**src/rtl/mem_arbiter_pkg.sv**
```systemverilog
// Shared types and default parameters for the memory arbiter.
package arb_pkg;

    typedef enum logic [1:0] {
        IDLE = 2'd0,
        REQ  = 2'd1,
        WAIT = 2'd2,
        RESP = 2'd3
    } arb_state_t;

    localparam int DEF_NUM_CLIENTS = 3;
    localparam int DEF_ADDR_W      = 32;
    localparam int DEF_DATA_W      = 32;
    localparam int DEF_SEL_W       = DEF_DATA_W / 8;
    localparam int DEF_PRIO_CLIENT = 1;
    localparam int DEF_TIMEOUT     = 255;

endpackage

```
**src/rtl/mem_arbiter_if.sv**
```systemverilog
// Client-side and memory-side signal bundle of the arbiter.
// slave: the arbiter's view; master: the clients/memory environment view.
interface mem_arbiter_if #(
    parameter int NUM_CLIENTS = arb_pkg::DEF_NUM_CLIENTS,
    parameter int ADDR_W      = arb_pkg::DEF_ADDR_W,
    parameter int DATA_W      = arb_pkg::DEF_DATA_W,
    parameter int SEL_W       = DATA_W / 8
);
    localparam int ID_W = (NUM_CLIENTS > 1) ? $clog2(NUM_CLIENTS) : 1;

    logic [NUM_CLIENTS-1:0]        cl_write;
    logic [NUM_CLIENTS-1:0]        cl_read;
    logic [NUM_CLIENTS*ADDR_W-1:0] cl_adr;
    logic [NUM_CLIENTS*DATA_W-1:0] cl_wdata;
    logic [NUM_CLIENTS*SEL_W-1:0]  cl_sel;
    logic                          prio_reserve;
    logic [NUM_CLIENTS-1:0]        cl_ack;
    logic                          cl_err;
    logic [DATA_W-1:0]             cl_rdata;
    logic [ID_W-1:0]               grant_id;
    logic                          arb_busy;
    logic                          write_to_mem;
    logic                          read_to_mem;
    logic [ADDR_W-1:0]             adr_to_mem;
    logic [DATA_W-1:0]             data_to_mem;
    logic [SEL_W-1:0]              sel_to_mem;
    logic [DATA_W-1:0]             data_from_mem;
    logic                          mem_busy;

    modport slave (
        input  cl_write, cl_read, cl_adr, cl_wdata, cl_sel, prio_reserve,
        input  data_from_mem, mem_busy,
        output cl_ack, cl_err, cl_rdata, grant_id, arb_busy,
        output write_to_mem, read_to_mem, adr_to_mem, data_to_mem, sel_to_mem
    );

    modport master (
        output cl_write, cl_read, cl_adr, cl_wdata, cl_sel, prio_reserve,
        output data_from_mem, mem_busy,
        input  cl_ack, cl_err, cl_rdata, grant_id, arb_busy,
        input  write_to_mem, read_to_mem, adr_to_mem, data_to_mem, sel_to_mem
    );
endinterface

```
**src/rtl/mem_arbiter_rr_picker.sv**
```systemverilog
// Rotating first-requester search: lowest requester at or after ptr_i,
// wrapping around to index 0 when none is found above the pointer.
module rr_picker #(
    parameter int NUM_CLIENTS = arb_pkg::DEF_NUM_CLIENTS,
    parameter int ID_W        = (NUM_CLIENTS > 1) ? $clog2(NUM_CLIENTS) : 1
) (
    input  logic [NUM_CLIENTS-1:0] req_i,
    input  logic [ID_W-1:0]        ptr_i,
    output logic [NUM_CLIENTS-1:0] gnt_o,
    output logic                   valid_o
);

    // Two passes: first the upper segment [ptr, N), then the wrap from 0.
    always_comb begin
        gnt_o   = '0;
        valid_o = 1'b0;
        for (int i = 0; i < NUM_CLIENTS; i++) begin
            if (!valid_o && req_i[i] && (i >= int'(ptr_i))) begin
                gnt_o[i] = 1'b1;
                valid_o  = 1'b1;
            end
        end
        for (int i = 0; i < NUM_CLIENTS; i++) begin
            if (!valid_o && req_i[i]) begin
                gnt_o[i] = 1'b1;
                valid_o  = 1'b1;
            end
        end
    end

endmodule

```
**src/rtl/mem_arbiter.sv**
```systemverilog
// Multi-client memory arbiter: fixed-priority client plus round-robin
// among the rest, one outstanding memory transaction with a WAIT timeout.
//
//  state | meaning
//  IDLE  | sampling requests, no memory activity
//  REQ   | one-cycle strobe of the granted request to memory
//  WAIT  | strobes low, fields held, waiting for mem_busy=0 or timeout
//  RESP  | one-cycle ack (and err on timeout) to the grantee
module mem_arbiter
    import arb_pkg::*;
#(
    parameter int NUM_CLIENTS = DEF_NUM_CLIENTS,
    parameter int ADDR_W      = DEF_ADDR_W,
    parameter int DATA_W      = DEF_DATA_W,
    parameter int SEL_W       = DATA_W / 8,
    parameter int PRIO_CLIENT = DEF_PRIO_CLIENT,
    parameter int TIMEOUT     = DEF_TIMEOUT
) (
    input  logic          clk,
    input  logic          nRst,
    mem_arbiter_if.slave  bus
);

    localparam int ID_W  = (NUM_CLIENTS > 1) ? $clog2(NUM_CLIENTS) : 1;
    localparam int CNT_W = $clog2(TIMEOUT + 1);

    arb_state_t        state_q, state_d;
    logic [ID_W-1:0]   rr_ptr_q, rr_ptr_d;
    logic [ID_W-1:0]   grant_id_q, grant_id_d;
    logic              wr_q, wr_d;
    logic              rd_q, rd_d;
    logic [ADDR_W-1:0] adr_q, adr_d;
    logic [DATA_W-1:0] wdata_q, wdata_d;
    logic [SEL_W-1:0]  sel_q, sel_d;
    logic [CNT_W-1:0]  cnt_q, cnt_d;
    logic [DATA_W-1:0] rdata_q, rdata_d;
    logic              err_q, err_d;

    logic [NUM_CLIENTS-1:0] req_vec;
    logic [NUM_CLIENTS-1:0] pick_oh;
    logic                   pick_valid;
    logic [NUM_CLIENTS-1:0] win_oh;
    logic                   win_valid;
    logic [ID_W-1:0]        win_idx;
    logic                   win_wr;
    logic                   win_rd;
    logic [ADDR_W-1:0]      win_adr;
    logic [DATA_W-1:0]      win_wdata;
    logic [SEL_W-1:0]       win_sel;

    assign req_vec = bus.cl_read | bus.cl_write;

    rr_picker #(
        .NUM_CLIENTS (NUM_CLIENTS),
        .ID_W        (ID_W)
    ) u_picker (
        .req_i   (req_vec),
        .ptr_i   (rr_ptr_q),
        .gnt_o   (pick_oh),
        .valid_o (pick_valid)
    );

    // Winner selection: priority client overrides; reserve blocks the rest.
    always_comb begin
        win_oh    = '0;
        win_valid = 1'b0;
        if (req_vec[PRIO_CLIENT]) begin
            win_oh[PRIO_CLIENT] = 1'b1;
            win_valid           = 1'b1;
        end else if (!bus.prio_reserve) begin
            win_oh    = pick_oh;
            win_valid = pick_valid;
        end
    end

    // Mux the winner's request fields; a simultaneous write beats the read.
    always_comb begin
        win_idx   = '0;
        win_wr    = 1'b0;
        win_rd    = 1'b0;
        win_adr   = '0;
        win_wdata = '0;
        win_sel   = '0;
        for (int i = 0; i < NUM_CLIENTS; i++) begin
            if (win_oh[i]) begin
                win_idx   = ID_W'(i);
                win_wr    = bus.cl_write[i];
                win_rd    = bus.cl_read[i] & ~bus.cl_write[i];
                win_adr   = bus.cl_adr[i*ADDR_W +: ADDR_W];
                win_wdata = bus.cl_wdata[i*DATA_W +: DATA_W];
                win_sel   = bus.cl_sel[i*SEL_W +: SEL_W];
            end
        end
    end

    // State and datapath registers; reset aborts any transaction silently.
    always_ff @(posedge clk or negedge nRst) begin
        if (!nRst) begin
            state_q    <= IDLE;
            rr_ptr_q   <= '0;
            grant_id_q <= '0;
            wr_q       <= 1'b0;
            rd_q       <= 1'b0;
            adr_q      <= '0;
            wdata_q    <= '0;
            sel_q      <= '0;
            cnt_q      <= '0;
            rdata_q    <= '0;
            err_q      <= 1'b0;
        end else begin
            state_q    <= state_d;
            rr_ptr_q   <= rr_ptr_d;
            grant_id_q <= grant_id_d;
            wr_q       <= wr_d;
            rd_q       <= rd_d;
            adr_q      <= adr_d;
            wdata_q    <= wdata_d;
            sel_q      <= sel_d;
            cnt_q      <= cnt_d;
            rdata_q    <= rdata_d;
            err_q      <= err_d;
        end
    end

    // Next-state logic; requests are only looked at in IDLE.
    always_comb begin
        state_d    = state_q;
        rr_ptr_d   = rr_ptr_q;
        grant_id_d = grant_id_q;
        wr_d       = wr_q;
        rd_d       = rd_q;
        adr_d      = adr_q;
        wdata_d    = wdata_q;
        sel_d      = sel_q;
        cnt_d      = cnt_q;
        rdata_d    = rdata_q;
        err_d      = err_q;
        case (state_q)
            IDLE: begin
                if (win_valid) begin
                    state_d    = REQ;
                    grant_id_d = win_idx;
                    wr_d       = win_wr;
                    rd_d       = win_rd;
                    adr_d      = win_adr;
                    wdata_d    = win_wdata;
                    sel_d      = win_sel;
                end
            end
            REQ: begin
                state_d = WAIT;
                cnt_d   = '0;
            end
            WAIT: begin
                if (!bus.mem_busy) begin
                    state_d = RESP;
                    rdata_d = bus.data_from_mem;
                    err_d   = 1'b0;
                end else if (cnt_q == CNT_W'(TIMEOUT - 1)) begin
                    state_d = RESP;
                    rdata_d = '0;
                    err_d   = 1'b1;
                end else begin
                    cnt_d = cnt_q + CNT_W'(1);
                end
            end
            RESP: begin
                state_d = IDLE;
                // The priority client is served outside the rotation.
                if (grant_id_q != ID_W'(PRIO_CLIENT)) begin
                    rr_ptr_d = (grant_id_q == ID_W'(NUM_CLIENTS - 1)) ?
                               '0 : grant_id_q + ID_W'(1);
                end
            end
            default: state_d = IDLE;
        endcase
    end

    // Outputs decoded from state so reset clears them without a clock.
    always_comb begin
        bus.arb_busy     = (state_q != IDLE);
        bus.grant_id     = grant_id_q;
        bus.write_to_mem = (state_q == REQ) & wr_q;
        bus.read_to_mem  = (state_q == REQ) & rd_q;
        bus.adr_to_mem   = '0;
        bus.data_to_mem  = '0;
        bus.sel_to_mem   = '0;
        if (state_q == REQ || state_q == WAIT) begin
            bus.adr_to_mem  = adr_q;
            bus.data_to_mem = wdata_q;
            bus.sel_to_mem  = sel_q;
        end
        bus.cl_ack   = '0;
        bus.cl_err   = 1'b0;
        bus.cl_rdata = '0;
        if (state_q == RESP) begin
            for (int i = 0; i < NUM_CLIENTS; i++) begin
                bus.cl_ack[i] = (grant_id_q == ID_W'(i));
            end
            bus.cl_err   = err_q;
            bus.cl_rdata = rdata_q;
        end
    end

endmodule

```
**src/flat_wrapper.sv**
```systemverilog
// flat-port wrapper written by rule: the top's interface ports become plain ports
module mem_arbiter_flat import arb_pkg::*;
#(
    parameter int NUM_CLIENTS = DEF_NUM_CLIENTS,
    parameter int ADDR_W      = DEF_ADDR_W,
    parameter int DATA_W      = DEF_DATA_W,
    parameter int SEL_W       = DATA_W / 8,
    parameter int PRIO_CLIENT = DEF_PRIO_CLIENT,
    parameter int TIMEOUT     = DEF_TIMEOUT
)
  (clk, nRst, bus_cl_write, bus_cl_read, bus_cl_adr, bus_cl_wdata, bus_cl_sel, bus_prio_reserve, bus_data_from_mem, bus_mem_busy, bus_cl_ack, bus_cl_err, bus_cl_rdata, bus_grant_id, bus_arb_busy, bus_write_to_mem, bus_read_to_mem, bus_adr_to_mem, bus_data_to_mem, bus_sel_to_mem);
  mem_arbiter_if #(.NUM_CLIENTS(NUM_CLIENTS), .ADDR_W(ADDR_W), .DATA_W(DATA_W), .SEL_W(SEL_W)) bus_i ();
  input  logic clk;
  input  logic nRst;
  input wire logic [$bits(bus_i.cl_write)-1:0] bus_cl_write;
  input wire logic [$bits(bus_i.cl_read)-1:0] bus_cl_read;
  input wire logic [$bits(bus_i.cl_adr)-1:0] bus_cl_adr;
  input wire logic [$bits(bus_i.cl_wdata)-1:0] bus_cl_wdata;
  input wire logic [$bits(bus_i.cl_sel)-1:0] bus_cl_sel;
  input wire logic [$bits(bus_i.prio_reserve)-1:0] bus_prio_reserve;
  input wire logic [$bits(bus_i.data_from_mem)-1:0] bus_data_from_mem;
  input wire logic [$bits(bus_i.mem_busy)-1:0] bus_mem_busy;
  output wire logic [$bits(bus_i.cl_ack)-1:0] bus_cl_ack;
  output wire logic [$bits(bus_i.cl_err)-1:0] bus_cl_err;
  output wire logic [$bits(bus_i.cl_rdata)-1:0] bus_cl_rdata;
  output wire logic [$bits(bus_i.grant_id)-1:0] bus_grant_id;
  output wire logic [$bits(bus_i.arb_busy)-1:0] bus_arb_busy;
  output wire logic [$bits(bus_i.write_to_mem)-1:0] bus_write_to_mem;
  output wire logic [$bits(bus_i.read_to_mem)-1:0] bus_read_to_mem;
  output wire logic [$bits(bus_i.adr_to_mem)-1:0] bus_adr_to_mem;
  output wire logic [$bits(bus_i.data_to_mem)-1:0] bus_data_to_mem;
  output wire logic [$bits(bus_i.sel_to_mem)-1:0] bus_sel_to_mem;
  assign bus_i.cl_write = bus_cl_write;
  assign bus_i.cl_read = bus_cl_read;
  assign bus_i.cl_adr = bus_cl_adr;
  assign bus_i.cl_wdata = bus_cl_wdata;
  assign bus_i.cl_sel = bus_cl_sel;
  assign bus_i.prio_reserve = bus_prio_reserve;
  assign bus_i.data_from_mem = bus_data_from_mem;
  assign bus_i.mem_busy = bus_mem_busy;
  assign bus_cl_ack = bus_i.cl_ack;
  assign bus_cl_err = bus_i.cl_err;
  assign bus_cl_rdata = bus_i.cl_rdata;
  assign bus_grant_id = bus_i.grant_id;
  assign bus_arb_busy = bus_i.arb_busy;
  assign bus_write_to_mem = bus_i.write_to_mem;
  assign bus_read_to_mem = bus_i.read_to_mem;
  assign bus_adr_to_mem = bus_i.adr_to_mem;
  assign bus_data_to_mem = bus_i.data_to_mem;
  assign bus_sel_to_mem = bus_i.sel_to_mem;
  mem_arbiter #(.NUM_CLIENTS(NUM_CLIENTS), .ADDR_W(ADDR_W), .DATA_W(DATA_W), .SEL_W(SEL_W), .PRIO_CLIENT(PRIO_CLIENT), .TIMEOUT(TIMEOUT)) u_core (.clk(clk), .nRst(nRst), .bus(bus_i));
endmodule
```
**config.mk**
```make
export PLATFORM = sky130hd
export DESIGN_NAME = mem_arbiter_flat
export DESIGN_NICKNAME = d
export VERILOG_FILES = /design/src/rtl/mem_arbiter_pkg.sv /design/src/rtl/mem_arbiter_if.sv /design/src/rtl/mem_arbiter_rr_picker.sv /design/src/rtl/mem_arbiter.sv /design/src/flat_wrapper.sv
export SDC_FILE = /design/constraint.sdc
export NUM_CORES = 1
export LEC_CHECK = 0
export CAP_MARGIN = 25
export CORE_AREA = 2 2 139 141
export CTS_CLUSTER_SIZE = 20
export DETAILED_ROUTE_END_ITERATION = 8
export DIE_AREA = 0 0 141 143
export PLACE_DENSITY = 0.74
export SYNTH_ARGS = -nofsm -noshare
export SYNTH_HDL_FRONTEND = slang
export SYNTH_SLANG_ARGS = --single-unit
```
**constraint.sdc**
```tcl
create_clock -name clk -period 2.2 [get_ports clk]
set_clock_uncertainty 0.1 [all_clocks]
set_input_delay 0.44 -clock clk [delete_from_list [all_inputs] [get_ports clk]]
set_output_delay 0.44 -clock clk [all_outputs]
set_load 0.05 [all_outputs]
```
# After elaboration in Yosys (flattened, before gate mapping)
# Index checks and enable logic that the tools add are counted.
# totals
reg_bits,117
in_bits,246
out_inout_bits,109
# classes
n_addsub,2
magnitude_cmp,3
n_eq_ne,12
n_mux,52
bitwise_logic,9
reduce_logical,23
# ops
op,n
$mux W32,11
$mux W1,26
$mux W4,4
$mux W8,2
$pmux W8 S2,1
$mux W2,5
$add A8 B1 Y8 const B,1
$eq A8 B8 Y1 const B,1
$logic_and A1 B1 Y1,8
$pmux W2 S4,1
$reduce_and A2 Y1,4
$eq A2 B2 Y1 const B,3
$mux W3,2
$ne A2 B1 Y1 const B,3
$and A1 B1 Y1,5
$logic_not A1 Y1,5
$eq A2 B1 Y1 const B,2
$ge A1 B2 Y1 const A,2
$logic_not A2 Y1,2
$ne A2 B2 Y1 const B,2
$reduce_bool A2 Y1,2
$ne A3 B2 Y1 const B,1
$not A1 Y1,3
$or A3 B3 Y3,1
other kinds (4),4

# Longest topological paths before layout
# logic_depth
word_depth,25
depth_mapped,7
mapped_depth_nobuf,6

# Hierarchy
# Synthesis repeated with hierarchy kept, for this count alone.
# unflattened
cells_unflattened,666
area_unflattened_um2,6433.7
# modules_own_cells
mod,instances,cells_per_inst,area_each_um2,seq_area_each_um2
mem_arbiter,1,654,6357.3,2927.8
rr_picker,1,12,76.3,0.0

# Least setup slack after synthesis
# OpenSTA, ideal clock, no wires.
# synth_timing
path_type,flip-flop to output port
from,register u_core.state_q[1]
to,output port bus_cl_ack[0]
arrival_ns,1.906
t_required_ns,1.660
setup_slack_ns,-0.246
path_stages_with_launch,5
path_buffers,1
cell_sequence,dfrtp_1 -> ha_1 -> clkbuf_1 -> inv_1 -> nor3_1
# synth_via
elab_chain_cells,2
# synth_lines
item,line,text
"start, declared",mem_arbiter.sv:27,"arb_state_t state_q, state_d;"
"start signal, assigned",mem_arbiter.sv:111,state_q <= state_d;
$eq A2 B2 Y1,mem_arbiter.sv:196,if (state_q == RESP) begin
$mux W3,mem_arbiter.sv:196,
"end, declared",flat_wrapper.sv:23,output wire logic [$bits(bus_i.cl_ack)-1:0] bus_cl_ack;
# Every way passes these cells.

# Worst setup path after layout
# layout_timing
from,register u_core.state_q[0]
to,output port bus_adr_to_mem[31]
# layout_via
elab_chain_cells,3
word_cells_on_any_way,4
cone_classes,eq/ne: 2; mux: 1; reduce/logical: 1
# layout_lines
item,line,text
$eq A2 B1 Y1 / $eq A2 B2 Y1 (equally long branches),mem_arbiter.sv:188,if (state_q == REQ || state_q == WAIT) begin
$logic_or A1 B1 Y1 *,mem_arbiter.sv:188,
$mux W32 *,mem_arbiter.sv:188,
"end, declared",flat_wrapper.sv:30,output wire logic [$bits(bus_i.adr_to_mem)-1:0] bus_adr_to_mem;
# Every way passes the cells marked *; elsewhere a longest branch is shown, timed or not.

==> results <==
==> worst paths after layout <==
kind	from	end	slack (ns)	cells after the start
hold / removal	u_core.adr_q[24]	u_core.adr_q[24]	0.38	2
setup reg to reg	u_core.rr_ptr_q[1]	u_core.wdata_q[13]	0.30	5
min in group asynchronous	nRst	u_core.rdata_q[24]	0.45	2
hold reg to reg	u_core.adr_q[24]	u_core.adr_q[24]	0.38	2
max in group asynchronous	nRst	u_core.wdata_q[1]	0.89	3
setup / recovery	u_core.state_q[0]	bus_adr_to_mem[31]	-0.1	6
==> state kept, by name, indices dropped and copies added (netlist names) <==
signal	count
u_core.wr_q	1
u_core.adr_q	32
u_core.cnt_q	8
u_core.rd_q	1
u_core.bus.grant_id	2
u_core.state_q	2
u_core.err_q	1
u_core.sel_q	4
u_core.rr_ptr_q	2
u_core.rdata_q	32
u_core.wdata_q	32
==> layer usage <==
layer	vias to the layer above	wire (µm)	GRT usage, %
met5	-	8	0
met4	2	694	8.789
met3	41	1913	7.243
met2	304	13920	47.01
met1	3368	10250	29.66
li1	3196	-	-
==> where the power goes <==
group          switching (µW)  internal [µW]
clock                     994           1710
sequential                561           3100
combinational            7350           7360
==> layout make-up <==
cell class	instances	area (µm²)
Sequential cell	117	2928
Clock inverter	9	103.9
Clock buffer	22	464.2
Tap cell	234	292.8
Timing Repair Buffer	406	5445
Fill cell	1387	5744
Inverter	6	22.52
Multi-Input combinational cell	492	3580
==> worst max-delay path, stage by stage (launching register included) <==
cell and delay, ns:
dfrtp_1 0.38, inv_2 0.07, ha_4 0.31, buf_12 0.14, clkbuf_16 0.16, and2_4 0.15, buf_12 0.13
==> cells by family after synthesis <==
kind of cell    Yosys count  share of synthesized area [%]
xor+xnor                  3                         0.5211
fa+ha+maj                 7                          1.351
flops                   117                          45.15
mux                       2                         0.3280
compound gates          266                          30.37
buf+inv                  67                          4.900
simple gates            214                          17.38
==> per-stage QoR <==
step                hold WS (ns)  TNS (ns)  std cells  setup WS, ns  instance area, µm²
finish                    0.3814    -5.031       1286      -0.09572               12840
global route              0.4097    -8.403       1286       -0.1421               12840
floorplan                0.04441         0        676       0.01561                6490
global placement          0.3303    -7.661       1234       -0.1719               11620
CTS                       0.3836    -3.649       1279      -0.07888               12620
detailed placement        0.3275    -9.834       1234       -0.2217               11620
==> placed cells by master (no fill, tap or decap), types with 2 or more instances in the layout <==
| master | count |
|---|---|
| nand2b_1 | 4 |
| clkdlybuf4s50_1 | 244 |
| bufinv_16 | 2 |
| or3_1 | 2 |
| clkinvlp_4 | 2 |
| nor2_1 | 10 |
| clkbuf_8 | 2 |
| o211ai_1 | 5 |
| a22o_1 | 32 |
| and2_4 | 101 |
| ha_1 | 5 |
| inv_2 | 2 |
| inv_1 | 4 |
| o21ai_0 | 114 |
| xor2_1 | 2 |
| a221oi_1 | 37 |
| a21oi_1 | 4 |
| and4_1 | 2 |
| buf_4 | 20 |
| dfrtp_1 | 117 |
| a221oi_2 | 30 |
| nand4_1 | 2 |
| nand2_1 | 75 |
| ha_4 | 2 |
| buf_12 | 128 |
| o21ai_1 | 31 |
| buf_6 | 3 |
| buf_16 | 5 |
| nand3_1 | 6 |
| clkinv_2 | 4 |
| and2_1 | 3 |
| clkbuf_16 | 21 |
| clkbuf_1 | 3 |
==> Yosys cell counts (all sizes together), types with 7 or more instances <==
master	count	area [µm²]
and2	104	650.6
buf	19	135.1
o21ai	145	725.7
dfrtp	117	2928
ha	7	87.58
clkbuf	42	160.1
a22o	32	280.3
nand2	75	281.5
a221oi	67	774.5
nor2	10	37.54
==> timing repair <==
item | in CTS | in global routing
gates cloned | 5 | 6
hold buffers | 1 | 0
endpoints found under the hold margin | 33 | 0
setup buffers | 8 | 1
resized for setup | 91 | 28
setup endpoints to repair | 69 | 103
pin swaps | 2 | 3
==> results.md <==
* Status: complete, but fails checks
* Failing checks: setup timing
* Synth async-reset ratio at 100.0%
* Sequential share of the synthesized area at 45.15%
* Largest net degree at the start of global routing at 50
* Slew headroom at 64.91%
* Max Clk Rate at about 440 MHz
* GRT Total Usage at 26.00%
* Worst setup EP type: primary output
* Req. time, crit path at 1.66 ns
* Startpoint Class: register
* Vias per cell at about 5.4
* Port bufs at ~350
* TritonRoute pass-1 iters at 4
* Final nets at 1,293
* Yosys warns at 0
* Leak Pwr at 0.005356 µW
* Maximum VDD drop at between 0.8 and 0.9 mV
* Die area at 20,160 µm²
* Fin. Hold Viols at 0
* Num rows at 50
* Gr ovfl total at 0
* Critical path class: register to primary output
* Clk buf depth at 2
* Routability Congestion at 0.8262
* #FFs+latches synth at 117
* Clock sink count at 117
* ANT cells at 0
* Power, Total at about 21,000 µW
* Hold WC Path Type: register to register
* # DRC at 0
* Initial core utilization at 34.90%
* Minimum clock period at 2.296 ns
* Core Area at 18,580 µm²
* Chip width at around 140 µm
* Final core occ at about 69%
* Tcrit/Tclk final at 104.4%
* Final Max Tran Viols at 0
* Power Density at approximately 1600 nW/µm²
* Post-Syn Area at roughly 6500 µm²
* Fin worst setup slack at -0.09572 ns
* Critical Path AT at 1.76 ns
* Post-Route WL at 26,790 µm
* DRT antenna net count at 0
* Die span in y at around 140 µm
* Insertion delay to the later sink of the worst-skew pair at ~0.4 ns
* Global-route wire length before repair at 40,140 µm
* Clock transition at path regs at 0.05 ns
* Synth Instances at 676
* Initial DRC count at 336
* Crit-path max FO at 8
* Final setup fails at 68
* Syn nets at 929
* WL/cell at 20.83 µm
* Worst-margin pin slew at 0.5245 ns
* Post-synth EDFFs at 0
* H-Tree Depth at 4
* Initial antenna violation count at 1
* Syn_area_per_cell at ~9.6 µm²
* Clk Tree Root Cell: clkbuf_16
* Hpwl dp at about 18,000 µm
* Via Count at between 6,000 and 7,000
* Synth unique cells at 45
* Max-Cap Viols at 0
* RSZ-0062 raised after global routing: yes
* Layout area overhead at 97.94%
* Top_reg_cell synth: dfrtp_1
* TritonCTS buffer count at 17
* Vias in the first global route at approximately 7,300
* Share of cells above drive strength 1 at 32.03%
* I/O pins at ~360
* TritonCTS clock tree: yes
(Power assumes the default switching activity.)
